<file path="config.mk">
export PLATFORM = sky130hd
export DESIGN_NAME = bcd_conv_sched
export DESIGN_NICKNAME = d
export VERILOG_FILES = /design/src/rtl/bcd_conv_sched.sv
export SDC_FILE = /design/constraint.sdc
export NUM_CORES = 1
export LEC_CHECK = 0
export ABC_AREA = 0
export BUFFER_PORTS_ARGS = -buffer_cell sky130_fd_sc_hd__clkbuf_2
export CAP_MARGIN = 40
export CORE_MARGIN = 10
export CORE_UTILIZATION = 47
export CTS_BUF_LIST = sky130_fd_sc_hd__clkbuf_8
export CTS_CLUSTER_SIZE = 30
export DETAILED_ROUTE_END_ITERATION = 10
export PLACE_DENSITY_LB_ADDON = 0.25
export SETUP_SLACK_MARGIN = 0.02
export SLEW_MARGIN = 0
export SYNTH_ARGS = -nofsm -noshare
export SYNTH_HDL_FRONTEND = slang
export SYNTH_SLANG_ARGS = --single-unit
</file>
<file path="constraint.sdc">
create_clock -name clk -period 2.27 [get_ports clk]
set_clock_uncertainty 0.2 [all_clocks]
set_input_delay 0.3405 -clock clk [delete_from_list [all_inputs] [get_ports clk]]
set_output_delay 0.3405 -clock clk [all_outputs]
set_load 0.005 [all_outputs]
</file>
<file path="src/rtl/bcd_conv_sched.sv">
// Round-robin front end that shares a single binary-to-BCD converter between NREQ
// requesters: it arbitrates, issues a one-cycle start, watches for completion and returns the tagged result.
module bcd_conv_sched #(
    parameter int NREQ    = 4,
    parameter int BIN_W   = 13,
    parameter int BCD_W   = 16,
    parameter int TIMEOUT = 63
) (
    input  logic                     clk,
    input  logic                     reset_n,
    input  logic [NREQ-1:0]          req,
    input  logic [NREQ*BIN_W-1:0]    req_bin,
    output logic [NREQ-1:0]          gnt,
    output logic                     busy,
    output logic                     conv_start,
    output logic [BIN_W-1:0]         conv_bin,
    input  logic                     conv_done,
    input  logic [BCD_W-1:0]         conv_bcd,
    output logic                     rsp_valid,
    output logic [$clog2(NREQ)-1:0]  rsp_id,
    output logic [BCD_W-1:0]         rsp_bcd,
    output logic                     rsp_err
);

    localparam int IDW = $clog2(NREQ);
    localparam int TW  = $clog2(TIMEOUT + 1);
    localparam logic [TW-1:0]  TMAX     = TW'(TIMEOUT - 1);
    localparam logic [IDW-1:0] PTR_INIT = IDW'(NREQ - 1);

    typedef enum logic [1:0] {
        S_IDLE  = 2'd0,
        S_START = 2'd1,
        S_WAIT  = 2'd2,
        S_RESP  = 2'd3
    } state_t;

    state_t             r_state;
    state_t             w_next;

    logic [IDW-1:0]     r_ptr;
    logic [IDW-1:0]     r_id;
    logic [TW-1:0]      r_timer;
    logic [BIN_W-1:0]   r_conv_bin;
    logic [IDW-1:0]     r_rsp_id;
    logic [BCD_W-1:0]   r_rsp_bcd;
    logic               r_rsp_err;

    logic               w_found;
    logic [IDW-1:0]     w_win;
    logic [IDW-1:0]     w_cand;
    logic [BIN_W-1:0]   w_win_bin;
    logic               w_timeout;

    // Search starts just past the last served id; the modulo keeps candidates inside 0..NREQ-1.
    always_comb begin
        w_found = 1'b0;
        w_win   = '0;
        w_cand  = '0;
        for (int k = 1; k <= NREQ; k++) begin
            w_cand = IDW'((int'(r_ptr) + k) % NREQ);
            if (!w_found && req[w_cand]) begin
                w_found = 1'b1;
                w_win   = w_cand;
            end
        end
    end

    always_comb begin
        w_win_bin = '0;
        for (int i = 0; i < NREQ; i++) begin
            if (w_win == IDW'(i)) begin
                w_win_bin = req_bin[i*BIN_W +: BIN_W];
            end
        end
    end

    assign w_timeout = (r_timer == TMAX);

    always_ff @(posedge clk or negedge reset_n) begin
        if (!reset_n) begin
            r_state <= S_IDLE;
        end else begin
            r_state <= w_next;
        end
    end

    always_comb begin
        w_next = r_state;
        case (r_state)
            S_IDLE:  if (w_found) w_next = S_START;
            S_START: w_next = S_WAIT;
            S_WAIT:  if (conv_done || w_timeout) w_next = S_RESP;
            S_RESP:  w_next = S_IDLE;
            default: w_next = S_IDLE;
        endcase
    end

    always_comb begin
        busy       = (r_state != S_IDLE);
        conv_start = (r_state == S_START);
        rsp_valid  = (r_state == S_RESP);
        gnt        = '0;
        if (r_state != S_IDLE) begin
            gnt[r_id] = 1'b1;
        end
    end

    // Completion wins over an expiring watchdog in the same cycle.
    always_ff @(posedge clk or negedge reset_n) begin
        if (!reset_n) begin
            r_ptr      <= PTR_INIT;
            r_id       <= '0;
            r_timer    <= '0;
            r_conv_bin <= '0;
            r_rsp_id   <= '0;
            r_rsp_bcd  <= '0;
            r_rsp_err  <= 1'b0;
        end else begin
            case (r_state)
                S_IDLE: begin
                    if (w_found) begin
                        r_id       <= w_win;
                        r_conv_bin <= w_win_bin;
                    end
                end
                S_START: begin
                    r_timer <= '0;
                end
                S_WAIT: begin
                    r_timer <= r_timer + TW'(1);
                    if (conv_done) begin
                        r_rsp_id  <= r_id;
                        r_rsp_bcd <= conv_bcd;
                        r_rsp_err <= 1'b0;
                    end else if (w_timeout) begin
                        r_rsp_id  <= r_id;
                        r_rsp_bcd <= '0;
                        r_rsp_err <= 1'b1;
                    end
                end
                S_RESP: begin
                    r_ptr <= r_id;
                end
                default: begin
                    r_timer <= '0;
                end
            endcase
        end
    end

    assign conv_bin = r_conv_bin;
    assign rsp_id   = r_rsp_id;
    assign rsp_bcd  = r_rsp_bcd;
    assign rsp_err  = r_rsp_err;

endmodule

</file>
==> results of run 1 <==
## kinds of logic after synthesis
family | Yosys count | synth area share, %
AO/OA/AOI/OAI | 50 | 19.3
AND/OR/NAND/NOR | 44 | 9.41
flip-flops | 44 | 47.7
multiplexers | 31 | 13.6
buffers and inverters | 24 | 5.84
adder cells (fa/ha/maj) | 7 | 3.78
XOR/XNOR | 1 | 0.378
## worst max path at each step
stage	slack, ps	cells after the start	startpoint	end
final	200	5	r_ptr[1]	conv_bin[1]
after detailed placement	200	7	r_state[0]	conv_bin[1]
after global placement	290	5	r_ptr[1]	conv_bin[11]
after CTS	180	5	r_ptr[1]	conv_bin[1]
after floorplan	420	7	r_state[0]	conv_bin[10]
after global routing	110	7	r_state[1]	conv_bin[4]
## metal layers
| layer | wire length, um | global-route usage, % | up-vias |
|---|---|---|---|
| met5 | 0 | 0 | - |
| met4 | 55 | 4.24 | 0 |
| met3 | 468 | 5.15 | 8 |
| met2 | 3170 | 27.4 | 87 |
| met1 | 2830 | 18.4 | 932 |
| li1 | - | - | 969 |
## where the power goes
group / switching [mW] / total, mW / leakage (nW) / internal (mW)
clock network: 0.252 / 0.574 / 0.0593 / 0.322
registers: 0.237 / 1.38 / 0.548 / 1.14
logic: 0.923 / 1.87 / 1.01 / 0.950
total: 1.41 / 3.83 / 1.61 / 2.41
## flip-flops by register name, indices dropped and copies added (netlist names)
name / count
r_state: 2
rsp_bcd: 16
rsp_id: 2
r_id: 2
rsp_err: 1
r_ptr: 2
conv_bin: 13
r_timer: 6
## cells in the mapped netlist (all sizes together)
library cell and count:
and4 1, and3 2, and2 1, o21ai 10
a21oi 6, mux2 4, xor2 1, nand2b 3
nand3b 1, nand3 3, nor2b 2, or3 1
a22o 16, ha 7, or2 1, inv 11
or2b 1, mux2i 27, dfrtp 42, o41ai 1
o32a 1, nor2 2, o221ai 13, a31oi 2
o22ai 1, nor3 1, dfstp 2, nor3b 2
buf 10, nand4 1, nand2 22, clkbuf 3
## repair_timing
item | 4_1_cts | 5_1_grt
endpoints found under the hold margin | 42 | 0
hold buffers | 1 | 0
setup buffers | 0 | 0
## area by class of cell
cell class	count	area share, %
clock inverters	3	1.26
well taps	67	2.72
multi-input cells	133	35.3
flip-flops and latches	44	35.8
clock buffers	5	2.23
repair buffers	122	21.4
inverters	11	1.34
## worst reg2reg max path, cell delays in order, from the launching register on
cell	delay, ps
dfstp_2	590
mux2i_1	210
o22ai_1	100
a21oi_1	160
or2b_1	480
o221ai_1	250
## through the flow
step                instances  utilization, %  hold WS, ps
floorplan                 201               -         -155
detailed placement        376            62.4          247
CTS                       385            64.9         49.9
global route              385            64.9         58.2
finish                    385            64.9         57.6
global placement          376            62.4          250
==> out/metrics.yaml, run 1 <==
outcome: "finished clean"
drtIter0Drc: 74
critPathLaunchType: "register"
hpwlAfterDp_um: 5250
holdPathEnd: "rsp_bcd[8]"
htreeDepth: 2
min_period_ps: 2070
drv_cap: 0
worstPathCellList: "mux2i_1 > o22ai_1 > a21oi_1 > or2b_1 > o221ai_1"
grt_max_degree: 45
root_buffer: "clkbuf_8"
grt_usage_pct: 15.9
postRouteAntennaNets: 0
cp.arrival_ps: 2070
syn_to_final_growth_pct: 33.2
critical_path.top_delay_family: "flip-flops"
p_total_mw: 3.83
fin_crit_sh_pct: 91.4
cp-end-kind: "register"
place_ws_ps: 196
max-slew-margin-rel_pct: 58.5
wl_per_cell_um: 16.9
cts_buffers: 5
die_h_um: 90.2
seq_area_frac_synth_pct: 47.7
mostFrequentLayoutCell: "clkbuf_2"
cp_max_fo: 13
avgViaCountPerCell: 5.18
critPathBufInv: 0
ir_worst_vdd_mv: 0.614
nFillCells: 409
min_from: "conv_bcd[8]"
fin_nets: 399
cts.sinks: 44
synth_top_area_share_pct: 45.4
drive_gt1_share_pct: 45.6
slew_violations: 0
p_per_area_nw_per_um2: 1240
boundaryPins: 114
num_vias: 1996
dieArea_um2: 8130
cts_buffer_depth: 2
crit_slowest_cell: "dfstp_2"
setup_slack_ps: 195
worst_slew_pin_slew_ps: 623
grt_overflow: 0
synthCells: 201
p_leak_nw: 1.61
seq_area_um2: 1100
row_count: 25
clock_latency_ps: 290
min_path_cells: 2
yosysTopAreaCell: "dfrtp_1"
regToRegSetupSlack_ps: 200
reg2reg_depth: 5
core_area_um2: 4750
synth_area_leaders: "dfrtp_1 45%, mux2i_1 12%, a22o_1 6.1%"
syn_area_per_cell_um2: 11.5
cts_resized: 0
syn_nets: 283
final_area_um2: 3080
setup_violations: 0
layout_common_cells: "113 x clkbuf_2, 42 x dfrtp_1, 27 x mux2i_1"
grt_pass1_wl_um: 10800
dpl_cell_area_um2: 2970
required_ps: 2270
r2r-start: "r_ptr[1]"
ys_warn_count: 0
first_pass_iters: 4
post_synth_num_cell_types: 38
reg2reg_to: "conv_bin[1]"
wl_um: 6520
gp_congestion: 0.819
post-route-drc-count: 0
slowest_delay_ps: 590
grt_pass1_vias: 2196
path_class: "register to register"
synthesis.area_um2: 2310
start_util_pct: 48.7
fin_setup_tns_ps: 0
antenna_found_initial: 0
clock.fmax_mhz: 482
cts_tree: "built"
diodes: 0
hold_path_class: "input port to register"
clk_pin_slew_ps: 90
final_hold_viol_count: 0
die_x_um: 90.2
rsz0062_at_grt: "false"
multiInputGateArea_um2: 1090
ys_seq_elements: 44
io_buffer_count: 113
Note: power is estimated with default switching activity, not from simulation.
==> inputs of run 2 (changes only) <==
Settings changed: RECOVER_POWER set to 50.
==> out/metrics.yaml, run 2 (same netlist as run 1, synthesis figures left out) <==
place_ws_ps: 196  # unchanged
fin_setup_tns_ps: 0  # unchanged
min_period_ps: 2070  # about the same
setup_slack_ps: 200  # was 195 ps
grt_pass1_vias: 2196  # unchanged
start_util_pct: 48.7  # unchanged
cts_buffer_depth: 2  # unchanged
die_x_um: 90.2  # unchanged
cp.arrival_ps: 2070  # about the same
avgViaCountPerCell: 5.20  # was 5.18
cp-end-kind: "register"  # unchanged
clock.fmax_mhz: 483  # was 482 MHz
fin_nets: 399  # unchanged
min_path_cells: 2  # unchanged
boundaryPins: 114  # unchanged
layout_common_cells: "97 x clkbuf_2, 42 x dfrtp_1, 27 x mux2i_1"  # was 113 x clkbuf_2, 42 x dfrtp_1, 27 x mux2i_1
die_h_um: 90.2  # unchanged
fin_crit_sh_pct: 91.2  # was 91.4%
grt_overflow: 0  # unchanged
diodes: 0  # unchanged
min_from: "conv_bcd[8]"  # unchanged
path_class: "register to register"  # unchanged
drive_gt1_share_pct: 40.3  # was 45.6%
largest_reg_flops: 16  # unchanged
dieArea_um2: 8130  # unchanged
rsz0062_at_grt: "false"  # unchanged
max-slew-margin-rel_pct: 28.7  # was 58.5%
grt_max_degree: 45  # unchanged
wl_per_cell_um: 17.0  # was 16.9 um
gp_congestion: 0.819  # unchanged
grt_usage_pct: 15.9  # unchanged
p_leak_nw: 1.56  # was 1.61 nW
p_per_area_nw_per_um2: 1240  # about the same
setup_violations: 0  # unchanged
reg2reg_to: "conv_bin[1]"  # unchanged
wl_um: 6550  # was 6520 um
reg2reg_depth: 7  # was 5
holdPathEnd: "rsp_bcd[8]"  # unchanged
grt_pass1_wl_um: 10800  # unchanged
worst_slew_pin_slew_ps: 1070  # was 623 ps
antenna_found_initial: 0  # unchanged
first_pass_iters: 4  # unchanged
drv_cap: 0  # unchanged
num_vias: 2003  # was 1996
postRouteAntennaNets: 0  # unchanged
regToRegSetupSlack_ps: 200  # about the same
cts_buffers: 5  # unchanged
hpwlAfterDp_um: 5250  # unchanged
post_cts_buffers: 0  # unchanged
final_hold_viol_count: 0  # unchanged
clk_pin_slew_ps: 80  # was 90 ps
io_buffer_count: 113  # unchanged
cp_max_fo: 14  # was 13
nFillCells: 420  # was 409
htreeDepth: 2  # unchanged
r2r-start: "r_state[0]"  # was r_ptr[1]
slew_violations: 0  # unchanged
syn_to_final_growth_pct: 32.2  # was 33.2%
core_area_um2: 4750  # unchanged
drtIter0Drc: 81  # was 74
post-route-drc-count: 0  # unchanged
cts.sinks: 44  # unchanged
ir_worst_vdd_mv: 0.609  # was 0.614 mV
mostFrequentLayoutCell: "clkbuf_2"  # unchanged
clock_latency_ps: 290  # about the same
outcome: "finished clean"  # unchanged
root_buffer: "clkbuf_8"  # unchanged
critPathLaunchType: "register"  # unchanged
cts_tree: "built"  # unchanged
p_total_mw: 3.79  # was 3.83 mW
hold_path_class: "input port to register"  # unchanged
row_count: 25  # unchanged
cts_resized: 0  # unchanged
required_ps: 2270  # about the same
==> run 2: cell types whose count changed in the layout (fill, tap and decap cells not counted), sizes merged <==
cell,before,now
buf,8,7
clkbuf,118,119
==> run 2: per-layer routing <==
layer  share of wire [%]  global-route usage [%]  up-vias  wire (um)
met2                  49                    27.4       87       3180
met3                 6.9                    5.15        8        453
met4                0.84                    4.24        0         55
li1                    -                       -      968          -
met1                  44                    18.4      940       2860
met5                   0                       0        -          0
==> run 2: where the power goes <==
group          switching, mW  internal, mW  leakage, nW
Sequential             0.235          1.14        0.548
Combinational          0.922         0.914        0.952
Clock                  0.251         0.322       0.0593
==> run 2: through the flow <==
stage,hold slack (ps),utilization [%],instance area [um^2],cells
finish,61.4,64.4,3060,385
global route,58.2,64.4,3060,385
CTS,49.9,64.9,3080,385
detailed placement,247,62.4,2970,376
global placement,250,62.4,2970,376
floorplan,-155,-,2310,201
==> run 2: layout make-up <==
cell class	count	area [um^2]	area share [%]
clock buffer	5	68.8	2.25
multi-input combinational	133	1090	35.5
clock inverter	3	38.8	1.27
inverter	11	41.3	1.35
sequential	44	1100	36.1
tap	67	83.8	2.74
timing repair buffer	122	637	20.8
==> run 2: what timing repair did <==
item,in CTS,in global routing
hold buffers,1,0
endpoints found under the hold margin,42,0
endpoints found under the setup margin,0,0
==> run 2: worst max-delay path, stage by stage, from the launching register on <==
cell and delay, ps:
dfrtp_1 420, inv_1 120, ha_1 310, o41ai_4 150
buf_4 180, or2_1 260, buf_12 160, o221ai_1 190
==> run 2: how the worst max path moves through the flow <==
stage | slack (ps) | to | startpoint | cells past startpoint
after floorplan | 420 | conv_bin[10] | r_state[0] | 7
after global placement | 290 | conv_bin[11] | r_ptr[1] | 5
after detailed placement | 200 | conv_bin[1] | r_state[0] | 7
after CTS | 180 | conv_bin[1] | r_ptr[1] | 5
after global routing | 110 | conv_bin[4] | r_state[1] | 7
final | 200 | conv_bin[1] | r_state[0] | 7
